**src/rtl/four_bit_rca_rcs_if.sv**
```systemverilog
// rtl/four_bit_rca_rcs_if.sv - operand/result bundle for the registered 4-bit add/subtract unit
//
// Purpose: groups the operand request and registered result signals.
// Signals:
//   in_valid  operands valid this cycle (master -> slave)
//   sub       0 = add, 1 = subtract (master -> slave)
//   A, B      4-bit operands (master -> slave)
//   Cin       carry-in to bit 0 (master -> slave)
//   S         registered sum/difference (slave -> master)
//   Cout      registered carry out of bit 3 (slave -> master)
//   V         registered signed-overflow flag (slave -> master)
//   out_valid result registers updated by the previous cycle's in_valid (slave -> master)
interface four_bit_rca_rcs_if;
    logic       in_valid;
    logic       sub;
    logic [3:0] A;
    logic [3:0] B;
    logic       Cin;
    logic [3:0] S;
    logic       Cout;
    logic       V;
    logic       out_valid;

    modport master (
        output in_valid, sub, A, B, Cin,
        input  S, Cout, V, out_valid
    );

    modport slave (
        input  in_valid, sub, A, B, Cin,
        output S, Cout, V, out_valid
    );
endinterface

```
**src/rtl/four_bit_rca_rcs.sv**
```systemverilog
// rtl/four_bit_rca_rcs.sv - registered 4-bit ripple-carry add/subtract unit
//
// Purpose: four chained full adders compute A + (sub ? ~B : B) + Cin; the
// sum, carry-out and signed-overflow flag are captured in output registers
// for a one-cycle-latency interface.
// Ports:
//   clk  rising-edge clock
//   rst  synchronous, active-high reset (priority over in_valid)
//   bus  four_bit_rca_rcs_if.slave: in_valid/sub/A/B/Cin in, S/Cout/V/out_valid out
module four_bit_rca_rcs (
    input  logic                 clk,
    input  logic                 rst,
    four_bit_rca_rcs_if.slave    bus
);

    // Ripple chain of four full-adder cells. Returns {c3, c4, s[3:0]}; c3 is
    // exposed because the overflow flag is the XOR of the last two carries.
    function automatic logic [5:0] rca4(
        input logic [3:0] a,
        input logic [3:0] b,
        input logic       cin
    );
        logic [4:0] c;
        logic [3:0] s;
        c[0] = cin;
        for (int i = 0; i < 4; i++) begin
            s[i]     = a[i] ^ b[i] ^ c[i];
            c[i + 1] = (a[i] & b[i]) | (c[i] & (a[i] ^ b[i]));
        end
        return {c[3], c[4], s};
    endfunction

    logic [3:0] b_op;
    logic [5:0] chain;

    logic [3:0] s_d,         s_q;
    logic       cout_d,      cout_q;
    logic       v_d,         v_q;
    logic       out_valid_d, out_valid_q;

    always_comb begin
        // Subtraction inverts B only; Cin is taken exactly as the caller drives it.
        b_op  = bus.B ^ {4{bus.sub}};
        chain = rca4(bus.A, b_op, bus.Cin);

        s_d         = s_q;
        cout_d      = cout_q;
        v_d         = v_q;
        out_valid_d = bus.in_valid;
        if (bus.in_valid) begin
            s_d    = chain[3:0];
            cout_d = chain[4];
            v_d    = chain[5] ^ chain[4];
        end
    end

    always_ff @(posedge clk) begin
        if (rst) begin
            s_q         <= 4'b0000;
            cout_q      <= 1'b0;
            v_q         <= 1'b0;
            out_valid_q <= 1'b0;
        end else begin
            s_q         <= s_d;
            cout_q      <= cout_d;
            v_q         <= v_d;
            out_valid_q <= out_valid_d;
        end
    end

    assign bus.S         = s_q;
    assign bus.Cout      = cout_q;
    assign bus.V         = v_q;
    assign bus.out_valid = out_valid_q;

endmodule

```
**src/flat_wrapper.sv**
```systemverilog
// flat-port wrapper written by rule: the top's interface ports become plain ports
module four_bit_rca_rcs_flat 
  (clk, rst, bus_in_valid, bus_sub, bus_A, bus_B, bus_Cin, bus_S, bus_Cout, bus_V, bus_out_valid);
  four_bit_rca_rcs_if bus_i ();
  input  logic clk;
  input  logic rst;
  input wire logic [$bits(bus_i.in_valid)-1:0] bus_in_valid;
  input wire logic [$bits(bus_i.sub)-1:0] bus_sub;
  input wire logic [$bits(bus_i.A)-1:0] bus_A;
  input wire logic [$bits(bus_i.B)-1:0] bus_B;
  input wire logic [$bits(bus_i.Cin)-1:0] bus_Cin;
  output wire logic [$bits(bus_i.S)-1:0] bus_S;
  output wire logic [$bits(bus_i.Cout)-1:0] bus_Cout;
  output wire logic [$bits(bus_i.V)-1:0] bus_V;
  output wire logic [$bits(bus_i.out_valid)-1:0] bus_out_valid;
  assign bus_i.in_valid = bus_in_valid;
  assign bus_i.sub = bus_sub;
  assign bus_i.A = bus_A;
  assign bus_i.B = bus_B;
  assign bus_i.Cin = bus_Cin;
  assign bus_S = bus_i.S;
  assign bus_Cout = bus_i.Cout;
  assign bus_V = bus_i.V;
  assign bus_out_valid = bus_i.out_valid;
  four_bit_rca_rcs u_core (.clk(clk), .rst(rst), .bus(bus_i));
endmodule
```
**config.mk**
```make
export PLATFORM = sky130hd
export DESIGN_NAME = four_bit_rca_rcs_flat
export DESIGN_NICKNAME = d
export VERILOG_FILES = /design/src/rtl/four_bit_rca_rcs_if.sv /design/src/rtl/four_bit_rca_rcs.sv /design/src/flat_wrapper.sv
export SDC_FILE = /design/constraint.sdc
export NUM_CORES = 1
export LEC_CHECK = 0
export ABC_AREA = 1
export ABC_CLOCK_PERIOD_IN_PS = 2400
export BUFFER_PORTS_ARGS = -buffer_cell sky130_fd_sc_hd__buf_2
export CAP_MARGIN = 20
export CORE_MARGIN = 1.5
export CORE_UTILIZATION = 30
export CTS_BUF_LIST = sky130_fd_sc_hd__clkbuf_16
export CTS_CLUSTER_SIZE = 8
export DETAILED_ROUTE_END_ITERATION = 8
export GPL_TIMING_DRIVEN = 1
export SLEW_MARGIN = 10
export SYNTH_ARGS = -nofsm -noshare
export SYNTH_HDL_FRONTEND = slang
export SYNTH_SLANG_ARGS = --single-unit
```
**constraint.sdc**
```tcl
create_clock -name clk -period 2.4 [get_ports clk]
set_input_delay 0.12 -clock clk [delete_from_list [all_inputs] [get_ports clk]]
set_output_delay 0.12 -clock clk [all_outputs]
set_load 0.03 [all_outputs]
```
==> results.tsv <==
metric	value	unit
Syn Nets	65	
mapped cell area	392	µm²
dpl hpwl	547	µm
Worst setup EP type	flop	
critical path launch point	bus_sub	
CTS max path bufs	2	
non-filler cells, final	84	
fillers	112	
initial DRC count	3	
Final period util	0.816	
Detail Route Antenna Nets	0	
TritonCTS Buffers	3	
post-route total power	0.511	mW
CTS sink count	7	
Hold Vio Cnt, Final	0	
HP Start	rst	
combinational share of power	0.197	
P&R area growth vs syn	46.0	%
CTS tree	built	
DRC viols	0	
Die W	39.1	µm
CP arrival	2.08	ns
H-Tree Depth	1	
total negative slack	0	ns
Yosys top cell by area	dfxtp_1	
I/O Buffers	19	
NumNets Final	88	
GR Util All Layers	0.109	
Hold-fix buffers, CTS	0	
Final Core Density	0.495	
via count	342	
Clock Pin Slew Worst Setup and Hold Paths	0.04	ns
PD cells	894	nW/µm²
RSZ-0062 raised after global routing	no	
Seq pwr share	0.260	
Finish-stage setup viols	0	
Layout Skew	0	ns
sw power	0.128	mW
WL per Instance	8.13	µm
largest net degree at the start of global routing	11	
layout cell share with drive strength beyond 1	0.329	
number of antenna violations at the first check in global routing	0	
final instance area	572	µm²
die height	39.1	µm
max-slew violation count	0	
fin crit period	1.96	ns
placed insts	80	
Synth Warn #	0	
FP Rows	12	
critical path required time	2.52	ns
post-synthesis sequential area ratio	0.358	
first-pass GRT wire length	1.05	mm
die area	1530	µm²
switching part of the total	0.250	
flop2flop setup slack	1.78	ns
worst hold path type	in -> reg	
type of origin of the critical path	input pin	
Mean Syn Cell Area	8.16	µm²
Synth area leaders	dfxtp_1, fa_1, nor2_1	
I/O Pins	20	
Post-CTS Setup Inserts	0	
outcome	finished, final reports clean	
Starting Density	0.339	
Int Power	0.383	mW
peak supply drop	0.352	mV
Slew headroom	0.873	
clk_lat worst skew	0.23	ns
Netlist cell types	11	
placed inst area	493	µm²
post-CTS resize count	0	
commonest non-fill, non-tap cells in the layout	buf_2, nor2_1, inv_1	
leak pwr	0.315	nW
flops & latches, synth	7	
most common cell after layout, fill and taps aside	buf_2	
Core Region	1160	µm²
post-synth top area share	0.358	
final WL	683	µm
GPL Wtd Cong	0.702	
crit-path max FO	4	
vias in the first global route	281	
Max Clk Rate	511	MHz
root buffer cell	clkbuf_16	
Clock power frac	0.542	
TritonRoute pass-1 iters	4	
remaining global-route overflow	0	
routed vias/inst	4.07	
ANT cells	0	
R2R Path Start	u_core.bus.S[1]	
Syn Inst Count	48	
CP Class	in -> reg	
maxcap violations	0	
measured slew at the worst slew-check pin	0.190	ns
-- per-stage QoR --
stage | setup slack (ns) | hold slack [ns]
2_1_floorplan | 0.445 | 0.192
3_3_place_gp | 0.230 | 0.297
3_5_place_dp | 0.200 | 0.298
4_1_cts | 0.433 | 0.0614
5_1_grt | 0.350 | 0.0817
6_report | 0.442 | 0.0641
-- worst max-delay path: stages --
cell and delay, ns:
buf_2 0.13, xnor2_1 0.14, fa_1 0.36, inv_1 0.07, fa_1 0.16, inv_1 0.05, fa_1 0.39, inv_1 0.08
fa_1 0.40, nor2_1 0.11, nor2_1 0.05
-- flip-flops by register name (all words and copies together), names as in the netlist --
signal,flops
u_core.bus.out_valid,1
u_core.bus.Cout,1
u_core.bus.V,1
u_core.bus.S,4
-- power by group through the flow --
stage	sequential, mW	clock (mW)	combinational [mW]
2_1_floorplan	0.158	0	0.0488
3_3_place_gp	0.135	0	0.101
3_5_place_dp	0.135	0	0.101
4_1_cts	0.133	0.283	0.102
5_1_grt	0.134	0.287	0.114
6_report	0.133	0.277	0.101
-- cell families (layout without fill, tap and decap cells) --
logic type      count (synthesis)  after routing  synth area share
xor+xnor                        4              4            0.0895
compound gates                  4              4            0.0511
flops                           7              7             0.358
simple gates                   20             20             0.192
fa+ha+maj                       4              4             0.204
buf+inv                         9             31             0.105
-- cell usage after synthesis, drive strengths merged --
library cell,instances
fa,4
o21ai,4
nand2,6
nor2,14
inv,8
dfxtp,7
buf,1
xor2,2
xnor2,2
-- cell type report --
type | count | area, µm² | area share
inverters | 8 | 30.0 | 0.0525
multi-input cells | 32 | 210 | 0.368
flip-flops and latches | 7 | 140 | 0.245
clock buffers | 3 | 75.1 | 0.131
clock inverters | 1 | 3.75 | 0.00656
repair buffers | 19 | 95.1 | 0.166
well taps | 14 | 17.5 | 0.0306
-- routing by layer --
metal / GRT usage / wire [µm]
met5: 0 / 0
met4: 0.103 / 0
met3: 0.0347 / 44
met2: 0.171 / 341
met1: 0.112 / 298
-- final timing paths --
check | to | cells after the start
setup reg to reg | u_core.bus.S[1] | 2
hold / removal | u_core.bus.out_valid | 2
setup / recovery | u_core.bus.S[3] | 11
hold reg to reg | u_core.bus.S[0] | 2
Power figures use the tool's default switching activity.
